[src/rtl/alu_seq_pkg.sv]
// Shared types and constants for the ALU input sequencer.
// Holds the state encoding, the default operand width and the state_led patterns.
package alu_seq_pkg;

    localparam int OPW_DEFAULT = 32;
    localparam int SW_OPND_W   = 17;

    typedef enum logic [2:0] {
        ST_LOAD_A  = 3'd0,
        ST_LOAD_B  = 3'd1,
        ST_LOAD_OP = 3'd2,
        ST_EXEC    = 3'd3,
        ST_SHOW    = 3'd4
    } seq_state_e;

    localparam logic [3:0] LED_LOAD_A  = 4'b0001;
    localparam logic [3:0] LED_LOAD_B  = 4'b0010;
    localparam logic [3:0] LED_LOAD_OP = 4'b0100;
    localparam logic [3:0] LED_SHOW    = 4'b1000;

    // EXEC is a single transient cycle, so it shares the SHOW pattern.
    function automatic logic [3:0] state_led_of(input seq_state_e s);
        logic [3:0] led;
        case (s)
            ST_LOAD_A:  led = LED_LOAD_A;
            ST_LOAD_B:  led = LED_LOAD_B;
            ST_LOAD_OP: led = LED_LOAD_OP;
            ST_EXEC:    led = LED_SHOW;
            ST_SHOW:    led = LED_SHOW;
            default:    led = LED_LOAD_A;
        endcase
        return led;
    endfunction

endpackage

[src/rtl/key_debounce.sv]
// Two-flop synchronizer, debouncer and press detector for one active-low pushbutton.
// A press after reset is only reported once the key has been seen released for a full window.
module key_debounce #(
    parameter int DEBOUNCE_CYCLES = 500000
) (
    input  logic clk,
    input  logic rst,
    input  logic key_raw,
    output logic press
);

    localparam int CNT_W = (DEBOUNCE_CYCLES > 1) ? $clog2(DEBOUNCE_CYCLES) : 1;
    localparam logic [CNT_W-1:0] CNT_LAST = CNT_W'(DEBOUNCE_CYCLES - 1);

    logic             sync1_r;
    logic             sync2_r;
    logic             stable_r;
    logic             prev_r;
    logic             armed_r;
    logic [CNT_W-1:0] cnt_r;
    logic             press_r;

    // Synchronize, debounce and register the falling-edge event.
    always_ff @(posedge clk) begin
        if (rst) begin
            sync1_r  <= 1'b0;
            sync2_r  <= 1'b0;
            stable_r <= 1'b1;
            prev_r   <= 1'b1;
            armed_r  <= 1'b0;
            cnt_r    <= '0;
            press_r  <= 1'b0;
        end else begin
            sync1_r <= key_raw;
            sync2_r <= sync1_r;
            prev_r  <= stable_r;
            press_r <= armed_r & prev_r & ~stable_r;
            // Until armed, only a full window of released samples counts.
            if (!armed_r) begin
                if (sync2_r) begin
                    if (cnt_r == CNT_LAST) begin
                        armed_r <= 1'b1;
                        cnt_r   <= '0;
                    end else begin
                        cnt_r <= cnt_r + CNT_W'(1);
                    end
                end else begin
                    cnt_r <= '0;
                end
            end else if (sync2_r != stable_r) begin
                if (cnt_r == CNT_LAST) begin
                    stable_r <= sync2_r;
                    cnt_r    <= '0;
                end else begin
                    cnt_r <= cnt_r + CNT_W'(1);
                end
            end else begin
                cnt_r <= '0;
            end
        end
    end

    assign press = press_r;

endmodule

[src/rtl/alu_input_seq.sv]
// Collects two operands and an opcode from switches, one KEY[0] press per step; KEY[3] clears.
// Define ALU_SEQ_SIGN_EXT_EN to sign-extend SW[16] into the upper operand bits.
module alu_input_seq
    import alu_seq_pkg::*;
#(
    parameter int DEBOUNCE_CYCLES = 500000,
    parameter int OPW             = OPW_DEFAULT
) (
    input  logic           CLOCK_50,
    input  logic           RST,
    input  logic [3:0]     KEY,
    input  logic [17:0]    SW,
    output logic [OPW-1:0] op1,
    output logic [OPW-1:0] op2,
    output logic [3:0]     opcode,
    output logic           exec_pulse,
    output logic [3:0]     state_led
);

    logic [3:0] press_s;

    for (genvar i = 0; i < 4; i++) begin : g_key
        key_debounce #(
            .DEBOUNCE_CYCLES(DEBOUNCE_CYCLES)
        ) u_key_debounce (
            .clk    (CLOCK_50),
            .rst    (RST),
            .key_raw(KEY[i]),
            .press  (press_s[i])
        );
    end

    // KEY[1]/KEY[2] are debounced for symmetry but carry no function.
    logic unused_s;
    assign unused_s = ^{SW[17], press_s[2:1]};

    function automatic logic [OPW-1:0] extend(input logic [SW_OPND_W-1:0] v);
`ifdef ALU_SEQ_SIGN_EXT_EN
        return {{(OPW - SW_OPND_W){v[SW_OPND_W-1]}}, v};
`else
        return {{(OPW - SW_OPND_W){1'b0}}, v};
`endif
    endfunction

    seq_state_e     state_r, state_s;
    logic [OPW-1:0] op1_r, op1_s;
    logic [OPW-1:0] op2_r, op2_s;
    logic [3:0]     opcode_r, opcode_s;
    logic           exec_r, exec_s;
    logic [3:0]     led_r, led_s;

    // Next-state and next-output decode; clear outranks every other event.
    always_comb begin
        state_s  = state_r;
        op1_s    = op1_r;
        op2_s    = op2_r;
        opcode_s = opcode_r;
        if (press_s[3]) begin
            state_s  = ST_LOAD_A;
            op1_s    = '0;
            op2_s    = '0;
            opcode_s = 4'd0;
        end else begin
            case (state_r)
                ST_LOAD_A: begin
                    if (press_s[0]) begin
                        op1_s   = extend(SW[SW_OPND_W-1:0]);
                        state_s = ST_LOAD_B;
                    end else begin
                        state_s = ST_LOAD_A;
                    end
                end
                ST_LOAD_B: begin
                    if (press_s[0]) begin
                        op2_s   = extend(SW[SW_OPND_W-1:0]);
                        state_s = ST_LOAD_OP;
                    end else begin
                        state_s = ST_LOAD_B;
                    end
                end
                ST_LOAD_OP: begin
                    if (press_s[0]) begin
                        opcode_s = SW[3:0];
                        state_s  = ST_EXEC;
                    end else begin
                        state_s = ST_LOAD_OP;
                    end
                end
                ST_EXEC: state_s = ST_SHOW;
                ST_SHOW: begin
                    if (press_s[0]) begin
                        state_s = ST_LOAD_A;
                    end else begin
                        state_s = ST_SHOW;
                    end
                end
                default: state_s = ST_LOAD_A;
            endcase
        end
        exec_s = (state_s == ST_EXEC);
        led_s  = state_led_of(state_s);
    end

    // State and registered outputs.
    always_ff @(posedge CLOCK_50) begin
        if (RST) begin
            state_r  <= ST_LOAD_A;
            op1_r    <= '0;
            op2_r    <= '0;
            opcode_r <= 4'd0;
            exec_r   <= 1'b0;
            led_r    <= LED_LOAD_A;
        end else begin
            state_r  <= state_s;
            op1_r    <= op1_s;
            op2_r    <= op2_s;
            opcode_r <= opcode_s;
            exec_r   <= exec_s;
            led_r    <= led_s;
        end
    end

    assign op1        = op1_r;
    assign op2        = op2_r;
    assign opcode     = opcode_r;
    assign exec_pulse = exec_r;
    assign state_led  = led_r;

endmodule

[config.mk]
export PLATFORM = sky130hd
export DESIGN_NAME = alu_input_seq
export DESIGN_NICKNAME = d
export VERILOG_FILES = /design/src/rtl/alu_seq_pkg.sv /design/src/rtl/key_debounce.sv /design/src/rtl/alu_input_seq.sv
export SDC_FILE = /design/constraint.sdc
export NUM_CORES = 1
export LEC_CHECK = 0
export ABC_AREA = 1
export BUFFER_PORTS_ARGS = -buffer_cell sky130_fd_sc_hd__buf_2
export CAP_MARGIN = 20
export CORE_MARGIN = 2
export CORE_UTILIZATION = 33
export CTS_CLUSTER_DIAMETER = 100
export DETAILED_ROUTE_END_ITERATION = 10
export PLACE_DENSITY = 0.5
export SETUP_SLACK_MARGIN = 0.4
export SLEW_MARGIN = 15
export SYNTH_ARGS = -nofsm -noshare
export SYNTH_HDL_FRONTEND = slang
export SYNTH_SLANG_ARGS = --single-unit
[constraint.sdc]
create_clock -name CLOCK_50 -period 1.7 [get_ports CLOCK_50]
set_input_delay 0.34 -clock CLOCK_50 [delete_from_list [all_inputs] [get_ports CLOCK_50]]
set_output_delay 0.34 -clock CLOCK_50 [all_outputs]
set_load 0.02 [all_outputs]
==> flow_summary.toml <==
[timing]
setup_ws_ps = 368
setup_viol = 0
hold_viol = 0
min_period_ps = 1330
max_freq_ghz = 0.751
finalClockSkew_ps = 5.86
totalNegativeSetupSlack_ps = 0
hold-worst-slack_ps = 198
rsz0062_at_grt = "true"
slew_violations = 0
period_share = 0.784

[die]
dieArea_mm2 = 0.0137
start_util = 0.336
core_area_mm2 = 0.0125
io_pins = 97
die_x_um = 117
die_y_um = 117
fp-row-count = 41

[pwr]
irDropWorstVdd_mv = 0.369
power_frac_comb = 0.037
sequentialPowerShare = 0.494
power_frac_clock = 0.469
p_total_w = 0.00456
intPower_w = 0.00354
power.density_mw_per_mm2 = 853
power.share.switching = 0.225
p_leak_nw = 2.14
p_sw_w = 0.00103

[detailed_routing]
drtIter0Drc = 225
antenna_left = 0
remaining_drc_errors = 0
wl_um = 9470
vias = 3659
dr.pass1.iters = 4
via_per_inst = 4.43
wl_per_cell_um = 11.5

[worst_setup_path]
critPathBufInv = 0
crit_family = "simple AND/OR/NAND/NOR gates"
crit_chain = "nor2_1 -> nand3_1 -> nor2_2 -> nand3_4 -> o21ai_2 -> nand2_1"
required_ps = 1940
r2r_slack_ps = 370
critical_path_class = "reg2reg"
slowest_delay_ps = 360
end_kind = "register"
crit_slowest_cell = "dfxtp_1"
cp-start-kind = "register"
arrival_ps = 1570
reg2reg_depth = 6
r2r-end = "g_key[3].u_key_debounce.stable_r"
r2r-start = "g_key[3].u_key_debounce.cnt_r[9]"
crit_fanout = 7

[clock_tree]
cts_sinks = 96
clock-root-buffer = "clkbuf_16"
cts_buffers = 9
clockBufferDepth = 2
clk_pin_slew_ps = 70
cts_tree = "built"
clock_latency_ps = 340
htreeDepth = 3

[synth]
netlist_top_cells_count = "nor2_1 (130), dfxtp_1 (96), nand2_1 (88)"
syn_avg_cell_area_um2 = 7.40
synth_edf_count = 0
synthArstFlopShare = 0
yosys.area.top_type_share = 0.457
syn_inst = 568
synth.distinct_cells = 32
ys_ff_latch = 96
synthTopCellsByArea = "dfxtp_1 (46%), nor2_1 (12%), nand2_1 (7.9%), buf_4 (5.5%), o21ai_0 (4.6%)"
synth_flop_cell = "dfxtp_1"
synth_top_area_cell = "dfxtp_1"
ys.warnings.count = 0
syn_area_mm2 = 0.00420
seq_area_frac_synth = 0.457
synth.most_common_cell = "nor2_1"

[final_layout]
final_nets = 675
fillCellCount = 1300
fin_area_mm2 = 0.00535
drive_above_1_share = 0.301
insertedDiodeCount = 0
area_delta_synth_final_pct = 27.3

[global_route]
grt_overflow = 0
grt_max_degree = 37
first_global_vias = 3182
grt_use_met2 = 0.223
met1_usage = 0.182
grt-busiest-layer = "met2"
gr-usage-met3 = 0.0294
grt_usage = 0.140
antenna_found_initial = 0
grt_pass1_wl_um = 15000

[worst_hold_path]
min_path_cells = 3
hp-start = "KEY[3]"
hold_path.class = "in2reg"
hold_end = "g_key[3].u_key_debounce.sync1_r"

[place]
routabilityCongestion = 0.840
pre_cts_ws_ps = 186
placed_area_mm2 = 0.00465
io_buffers = 63
dp_hpwl_um = 6640

[job]
max_cap_viol_count = 0

[status]
status = "finished clean"
worst register-to-register path, stage by stage (launching register included):
cell and delay (ps):
dfxtp_1 360, nor2_1 190, nand3_1 120, nor2_2 140, nand3_4 190, o21ai_2 190
nand2_1 60
registers in the layout, summed over array words and instances, names as in the netlist:
signal                         cells
g_key.u_key_debounce.armed_r       2
g_key.u_key_debounce.stable_r      2
op1                               17
g_key.u_key_debounce.sync2_r       2
state_r                            3
exec_pulse                         1
g_key.u_key_debounce.cnt_r        38
g_key.u_key_debounce.sync1_r       2
g_key.u_key_debounce.prev_r        2
op2                               17
g_key.u_key_debounce.press         2
opcode                             4
state_led                          4
timing repair:
| item | 4_1_cts | 5_1_grt |
|---|---|---|
| resized for setup | 25 | 66 |
| cloned | 1 | 1 |
| setup buffers | 5 | 8 |
| hold buffers | 0 | 0 |
| pin swaps | 12 | 12 |
| setup endpoints to repair | 37 | 71 |
final cells by class:
cell class,count,area [µm²],area share
multi-input cells,404,2140,0.399
flip-flops and latches,96,1950,0.364
repair buffers,81,487,0.0910
clock buffers,10,250,0.0468
inverters,56,228,0.0426
well taps,172,215,0.0402
clock inverters,6,71.3,0.0133
repair inverters,1,16.3,0.00304
power groups by stage:
stage | logic, W | clock network (W) | registers (W)
global route | 0.000188 | 0.00232 | 0.00225
floorplan | 0.000159 | 0 | 0.00231
global placement | 0.000150 | 0 | 0.00231
finish | 0.000168 | 0.00214 | 0.00226
CTS | 0.000158 | 0.00222 | 0.00226
detailed placement | 0.000152 | 0 | 0.00231
routing by layer:
metal	part of all wire	vias to the layer above
met3	0.057	11
met4	0.019	0
met1	0.46	1660
met2	0.46	96
li1	-	1892
met5	0	-
stage by stage:
stage / utilization / instances
floorplan: - / 597
global placement: 0.372 / 795
detailed placement: 0.372 / 795
CTS: 0.407 / 817
global route: 0.427 / 826
finish: 0.427 / 826
placed cells by master, fill, tap and decap left out, types with 4 or more instances in the layout:
cell type and n:
nor2_1 109, dfxtp_1 81, nand2_1 80, buf_2 63
inv_1 48, o21ai_0 30, conb_1 30, nor2_2 27
a21oi_1 19, nand3_1 18, xor2_1 15, buf_4 14
nor2_4 13, dfxtp_2 13, clkbuf_16 10, o21ai_1 9
nand2_2 8, nand3_2 8, nor3_2 6, inv_2 6
nor3_1 6, nand2_4 4
cells by family after synthesis:
logic type | share of synthesized area
buffers and inverters | 0.120
xor gates and xnor gates | 0.0354
DFF | 0.457
AOI/OAI and AO/OA | 0.0798
and+or+nand+nor | 0.300
adders and majority gates | 0.00595
other | 0.000893
how the worst max path moves through the flow:
stage,from,endpoint,depth (start not counted)
after CTS,g_key[0].u_key_debounce.sync2_r,g_key[0].u_key_debounce.cnt_r[2],6
after global placement,g_key[0].u_key_debounce.cnt_r[0],g_key[0].u_key_debounce.cnt_r[1],8
after detailed placement,g_key[0].u_key_debounce.cnt_r[0],g_key[0].u_key_debounce.cnt_r[0],8
after global routing,g_key[3].u_key_debounce.cnt_r[9],g_key[3].u_key_debounce.stable_r,6
final,g_key[3].u_key_debounce.cnt_r[9],g_key[3].u_key_debounce.stable_r,6
after floorplan,g_key[3].u_key_debounce.cnt_r[0],g_key[3].u_key_debounce.cnt_r[18],8
Power figures use the tool's default switching activity.
